## src/rtl/mem_port_sequencer.sv

```systemverilog
// Multi-cycle FETCH/EXEC/MEM/WB sequencer for a core sharing one unified single-port memory.
// Fetch-to-fetch 3 cycles (4 with load/store) at zero wait; stalls on mem_ready, traps to ERR after TIMEOUT waits.
module mem_port_sequencer #(
    parameter int unsigned TIMEOUT = 16
) (
    input  logic        clk,
    input  logic        rst,
    input  logic        mem_read,
    input  logic        mem_write,
    input  logic        stopflag,
    input  logic        mem_ready,
    output logic        mem_req,
    output logic        mem_we,
    output logic        addr_sel,
    output logic        ir_load,
    output logic        pc_en,
    output logic        rf_we_en,
    output logic        halted,
    output logic        bus_err,
    output logic [31:0] retired
);

    localparam logic [2:0] S_FETCH = 3'd0;
    localparam logic [2:0] S_EXEC  = 3'd1;
    localparam logic [2:0] S_MEM   = 3'd2;
    localparam logic [2:0] S_WB    = 3'd3;
    localparam logic [2:0] S_HALT  = 3'd4;
    localparam logic [2:0] S_ERR   = 3'd5;

    // A miss on the TIMEOUT-th request cycle is fatal; a hit on it still succeeds.
    localparam logic [4:0] WAIT_LAST = 5'(TIMEOUT - 1);

    logic [2:0]  state;
    logic [2:0]  next_state;
    logic [4:0]  wait_cnt;
    logic        we_q;
    logic [31:0] retired_q;
    logic        in_access;

    assign in_access = (state == S_FETCH) || (state == S_MEM);

    always_comb begin
        next_state = state;
        case (state)
            S_FETCH: begin
                if (mem_ready)                  next_state = S_EXEC;
                else if (wait_cnt == WAIT_LAST) next_state = S_ERR;
            end
            S_EXEC: begin
                if (stopflag)                    next_state = S_HALT;
                else if (mem_read || mem_write)  next_state = S_MEM;
                else                             next_state = S_WB;
            end
            S_MEM: begin
                if (mem_ready)                  next_state = S_WB;
                else if (wait_cnt == WAIT_LAST) next_state = S_ERR;
            end
            S_WB:    next_state = S_FETCH;
            S_HALT:  next_state = S_HALT;
            S_ERR:   next_state = S_ERR;
            default: next_state = S_ERR;
        endcase
    end

    always_ff @(posedge clk or negedge rst) begin
        if (!rst) begin
            state     <= S_FETCH;
            wait_cnt  <= 5'd0;
            we_q      <= 1'b0;
            retired_q <= 32'd0;
        end else begin
            state <= next_state;
            if (next_state != state)
                wait_cnt <= 5'd0;
            else if (in_access && !mem_ready)
                wait_cnt <= wait_cnt + 5'd1;
            // A simultaneous read and write resolves to a write.
            if (state == S_EXEC)
                we_q <= mem_write;
            if (state == S_WB)
                retired_q <= retired_q + 32'd1;
        end
    end

    // Gating with rst keeps the bus quiet while reset holds the FSM in FETCH.
    assign mem_req  = rst && in_access;
    assign mem_we   = mem_req && (state == S_MEM) && we_q;
    assign addr_sel = rst && (state == S_MEM);
    assign ir_load  = rst && (state == S_FETCH) && mem_ready;
    assign pc_en    = rst && (state == S_WB);
    assign rf_we_en = rst && (state == S_WB);
    assign halted   = (state == S_HALT);
    assign bus_err  = (state == S_ERR);
    assign retired  = retired_q;

endmodule

```

## config.mk

```make
export PLATFORM = sky130hd
export DESIGN_NAME = mem_port_sequencer
export DESIGN_NICKNAME = d
export VERILOG_FILES = /design/src/rtl/mem_port_sequencer.sv
export SDC_FILE = /design/constraint.sdc
export NUM_CORES = 1
export LEC_CHECK = 0
export CAP_MARGIN = 25
export CELL_PAD_IN_SITES_DETAIL_PLACEMENT = 2
export CELL_PAD_IN_SITES_GLOBAL_PLACEMENT = 2
export CORE_MARGIN = 2
export CORE_UTILIZATION = 34
export CTS_CLUSTER_DIAMETER = 80
export DETAILED_ROUTE_END_ITERATION = 10
export HOLD_SLACK_MARGIN = 0.06
export PLACE_DENSITY = 0.82
export SLEW_MARGIN = 20
export SYNTH_ARGS = -nofsm -noshare
export SYNTH_HDL_FRONTEND = slang
export SYNTH_SLANG_ARGS = --single-unit
```

## constraint.sdc

```tcl
create_clock -name clk -period 3.62 [get_ports clk]
set_input_delay 0.724 -clock clk [delete_from_list [all_inputs] [get_ports clk]]
set_output_delay 0.724 -clock clk [all_outputs]
set_load 0.02 [all_outputs]
```

## After elaboration in Yosys (flattened, before gate mapping)

Index checks and enable logic that the tools add are counted.

| operators by class | value |
|---|---|
| multiplexer cells | 8 |
| add/subtract/negate cells | 2 |
| eq/ne operators | 7 |
| reduce and logical (&&, ||, !) cells | 13 |

Operators by type and width:

| kind | number |
|---|---|
| 32-bit by 1-bit adder with 32-bit output (second input constant) | 1 |
| 3-bit case mux with 5 select lines | 1 |
| 3-bit two-way mux | 4 |
| 5-bit two-way mux | 2 |
| 1-bit logical AND | 8 |
| 3-bit by 2-bit == test with 1-bit output (second input constant) | 2 |
| 3-bit == test (second input constant) | 2 |
| 5-bit by 1-bit adder with 5-bit output (second input constant) | 1 |
| 5-bit by 4-bit == test with 1-bit output (second input constant) | 1 |
| 3-bit by 1-bit == test with 1-bit output (second input constant) | 1 |
| 3-bit zero test | 1 |
| 3-bit inequality test | 1 |
| 1-bit logical OR | 2 |
| 2-bit nonzero test | 1 |
| 1-bit zero test | 1 |
| 1-bit two-way mux | 1 |

| storage, ports and cells | value |
|---|---|
| input bits | 6 |
| flip-flop bits (word level) | 41 |
| word-level logic and storage cells | 34 |
| output and inout bits | 40 |

## Logic depth before layout (Yosys ltp)

| logic depth | value |
|---|---|
| depth after elaboration | 6 |
| mapped depth | 7 |
| mapped depth without buffers | 7 |

## Worst setup path after synthesis

No wires, ideal clock.

| timing path | value |
|---|---|
| kind | input port to output port |
| start | in rst |
| end | out ir_load |
| buffers on the path | 0 |
| stages | 2 |
| path slack | 1.175 ns |
| required time | 2.896 ns |
| arrival | 1.721 ns |
| path through | nor3b_1 > and3_1 |

| between the ends | value |
|---|---|
| word-level cells in the longest chain between the ends | 2 |

Ends and longest elaborated chain:

| element | RTL line | RTL |
|---|---|---|
| start: declaration | 7 | `input logic rst,` |
| 1-bit logical AND (2 in series) | 89 | `assign ir_load = rst && (state == S_FETCH) && mem_ready;` |
| end: declaration | 15 | `output logic ir_load,` |

No other way between the ends.

## Worst setup path in the final report

| timing path | value |
|---|---|
| start | reg state[1] |
| end | out pc_en |

| between the ends | value |
|---|---|
| word-level cells in the longest chain between the ends | 2 |

Ends and longest elaborated chain:

| element | RTL line | RTL |
|---|---|---|
| start: declaration | 33 | `logic [2:0] state;` |
| start signal: assignment | 72 | `state <= next_state;` |
| 3-bit by 2-bit == test with 1-bit output | 90 | `assign pc_en = rst && (state == S_WB);` |
| 1-bit logical AND | 90 |  |
| end: declaration | 16 | `output logic pc_en,` |

No other way between the ends.

==> impl_results.rst <==
.. list-table::
   :header-rows: 1

   * - Metric
     - Value
   * - Run status
     - complete, no violations
   * - Proportion of layout cells with a drive suffix above 1
     - 0.07203
   * - Count of inserted antenna diode cells
     - 0
   * - Yosys warning count
     - 0
   * - Gate count after technology mapping
     - 188
   * - DR vias/cell
     - about 5.2
   * - Global-route wire length before repair
     - between 8000 and 9000 µm
   * - Asr flop ratio synth
     - 1.000
   * - Source of the worst hold timing path
     - retired[31]
   * - Achievable Freq
     - 0.3288 GHz
   * - First-pass iteration count of the detailed router
     - 4
   * - Critical Path RT
     - 2900 ps
   * - Reg2reg start
     - state[2]
   * - Startpoint class of the critical path
     - flop
   * - Worst-case clock buffer depth
     - 2
   * - Power Dens Cells
     - 389.7 nW/µm²
   * - Number of nets in the final layout
     - 244
   * - Detailed-route wire length per cell
     - 17.26 µm
   * - Area added between synthesis and finish
     - 31.19%
   * - Fin Hold WS
     - 486.9 ps
   * - CTS buffer count
     - 5
   * - Count of port buffers added during placement
     - 45
   * - Critical Path Source
     - state[1]
   * - Proportion of synthesized chip area in sequential cells
     - 0.5065
   * - Via count of the first global-routing pass
     - 1,744
   * - Share of the synthesized area in the top cell type
     - 0.5065
   * - Maximum number of pins on one net before global-route repair
     - 42
   * - Min Tclk post-route
     - 3042 ps
   * - Setup repair bufs after CTS
     - 0
   * - Site row count
     - 28
   * - Max-slew headroom at the worst pin
     - 0.4382
   * - Final Max Slew Viols
     - 0
   * - Net count after synthesis
     - about 200
   * - Number of gates resized after cts
     - 0
   * - Number of max-cap violations
     - 0
   * - CTS tree
     - yes
   * - Slew of the pin with the lowest slew margin
     - 835.0 ps
   * - Die Ht
     - 81.19 µm
   * - Overall die area
     - around 6600 µm²
   * - Worst-path clk slew
     - 90 ps
   * - Overall fraction of global-route tracks in use
     - 0.1770
   * - Number of DRC violations after detailed routing
     - 0
   * - Commonest register cell after synthesis
     - sky130_fd_sc_hd__dfrtp_1
   * - Library cell with the largest summed area after synthesis
     - sky130_fd_sc_hd__dfrtp_1
   * - Global placement routability congestion
     - around 0.74
   * - Overflow left after global routing
     - 0
   * - Clock latency on the worst-skew pair
     - 300 ps
   * - Type of the worst min-delay path
     - reg -> reg
   * - FF/Latch Area
     - roughly 1000 µm²
   * - Number of hold violations in the final report
     - 0
   * - 1st-iter DRT viols
     - 44
   * - Worst-path fanout max
     - 13
   * - Die Width
     - 81.19 µm
   * - Effective utilization at floorplan
     - 0.3462
   * - Initial antenna violation count
     - 0
   * - Synth unique cells
     - 35
   * - VDD IR max
     - 0.2763 mV
   * - Detailed Place HPWL
     - 3814 µm
   * - Setup repair after global routing missed its margin
     - no
   * - Post-synthesis instance area
     - roughly 2000 µm²
   * - Final total negative setup slack
     - 0 ps
   * - Dominant cell by count in the synthesized netlist
     - sky130_fd_sc_hd__dfrtp_1
   * - Data arrival time of the worst path
     - roughly 2300 ps
   * - Floorplan Core Area
     - ~5900 µm²
   * - Post-synthesis average cell area
     - 10.77 µm²
   * - Cell chosen for the clock root
     - sky130_fd_sc_hd__clkbuf_8
   * - Leakage
     - between 1 and 1.5 nW
   * - Count of state elements after synthesis
     - 41
   * - TritonCTS Sinks
     - 41
   * - Total routed wirelength
     - 5368 µm
   * - Worst clock skew
     - 8.735 ps
   * - Number of top-level pins
     - 46
   * - Period Utilization, post-route
     - 0.8402
   * - Final setup fails
     - 0
   * - Multi-input gate area in the final layout
     - 949.7 µm²
   * - Total of fill cells in the finished design
     - 611
   * - Crit Path Class
     - reg -> out
   * - Crit. End Element
     - output port
   * - H-tree depth
     - 2
   * - CTS hold repair buffers
     - 0
   * - Detailed-route via count
     - 1,607
   * - Most numerous cell types in the synthesized netlist
     - sky130_fd_sc_hd__dfrtp_1 (41), sky130_fd_sc_hd__xnor2_1 (30), sky130_fd_sc_hd__nor2_1 (15)
   * - EDFF count, synth
     - 0
   * - Remaining number of nets flagged by the antenna check after routing
     - 0
   * - Most area-consuming cells after synthesis
     - sky130_fd_sc_hd__dfrtp_1 (51%), sky130_fd_sc_hd__xnor2_1 (13%), sky130_fd_sc_hd__nand4_1 (4.0%)
==> where the power goes <==
part | internal [W] | total, W | switching, W | leakage (nW)
clock | 0.000224 | 0.000397 | 0.000172 | 0.0574
sequential | 0.000480 | 0.000515 | 0.0000350 | 0.562
combinational | 0.0000653 | 0.000124 | 0.0000588 | 0.517
total | 0.000770 | 0.00104 | 0.000266 | 1.14
==> worst max-delay path: stages (launching register included) <==
cell	delay, ps
sky130_fd_sc_hd__dfrtp_1	600
sky130_fd_sc_hd__inv_1	160
sky130_fd_sc_hd__nor3b_1	410
sky130_fd_sc_hd__and2_1	240
sky130_fd_sc_hd__clkdlybuf4s50_1	620
==> final timing paths <==
kind / depth (start not counted) / slack, ps / endpoint
min in group asynchronous: 2 / 550 / retired[13]
min reg2reg: 1 / 490 / retired[31]
max in group asynchronous: 2 / 2690 / wait_cnt[4]
max reg2reg: 4 / 1550 / retired[31]
min: 1 / 490 / retired[31]
max: 4 / 580 / pc_en
==> layer usage <==
metal  GRT usage  vias to the layer above  share of wire
met3     0.03333                        6          0.031
met2      0.3017                       37           0.51
li1            -                      746              -
met4     0.05593                        0          0.013
met5           0                        -              0
met1      0.2265                      818           0.45
==> flip-flops by register name (all words and copies together) (netlist names) <==
register	count
wait_cnt	5
state	3
retired	32
we_q	1
==> layout make-up <==
class	instances	area share
clock inverters	2	0.01412
inverters	4	0.005650
repair buffers	46	0.1704
multi-input cells	137	0.3573
flip-flops and latches	41	0.3861
clock buffers	6	0.03107
well taps	75	0.03531
==> layout by cell type (no fill, tap or decap), types with 3 or more instances in the layout <==
master,count
sky130_fd_sc_hd__nand3_1,13
sky130_fd_sc_hd__inv_1,4
sky130_fd_sc_hd__and3_1,9
sky130_fd_sc_hd__nand2_1,14
sky130_fd_sc_hd__o21ai_0,3
sky130_fd_sc_hd__dfrtp_1,41
sky130_fd_sc_hd__ha_1,3
sky130_fd_sc_hd__and2_1,4
sky130_fd_sc_hd__xor2_1,4
sky130_fd_sc_hd__clkdlybuf4s50_1,44
sky130_fd_sc_hd__nand4_1,13
sky130_fd_sc_hd__nor3_1,4
sky130_fd_sc_hd__xnor2_1,30
sky130_fd_sc_hd__nor3b_1,5
sky130_fd_sc_hd__nor2_1,15
sky130_fd_sc_hd__clkbuf_8,6
==> cells by family after synthesis <==
family                     share of synthesized area
and+or+nand+nor                               0.2631
xor gates and xnor gates                      0.1470
DFF                                           0.5065
adders and majority gates                    0.01853
muxes                                        0.01050
buffers and inverters                        0.02470
AOI/OAI and AO/OA                            0.02965
==> per-stage QoR <==
stage / worst slack, ps / cell area, µm² / power (W) / cells / util
floorplan: 1175 / 2026 / 0.0005968 / 188 / -
global route: 420.3 / 2658 / 0.001080 / 311 / 0.4542
global placement: 832.5 / 2537 / 0.0006485 / 303 / 0.4337
CTS: 525.3 / 2658 / 0.001049 / 311 / 0.4542
detailed placement: 833.0 / 2537 / 0.0006503 / 303 / 0.4337
finish: 578.4 / 2658 / 0.001036 / 311 / 0.4542
Power figures use the tool's default switching activity.
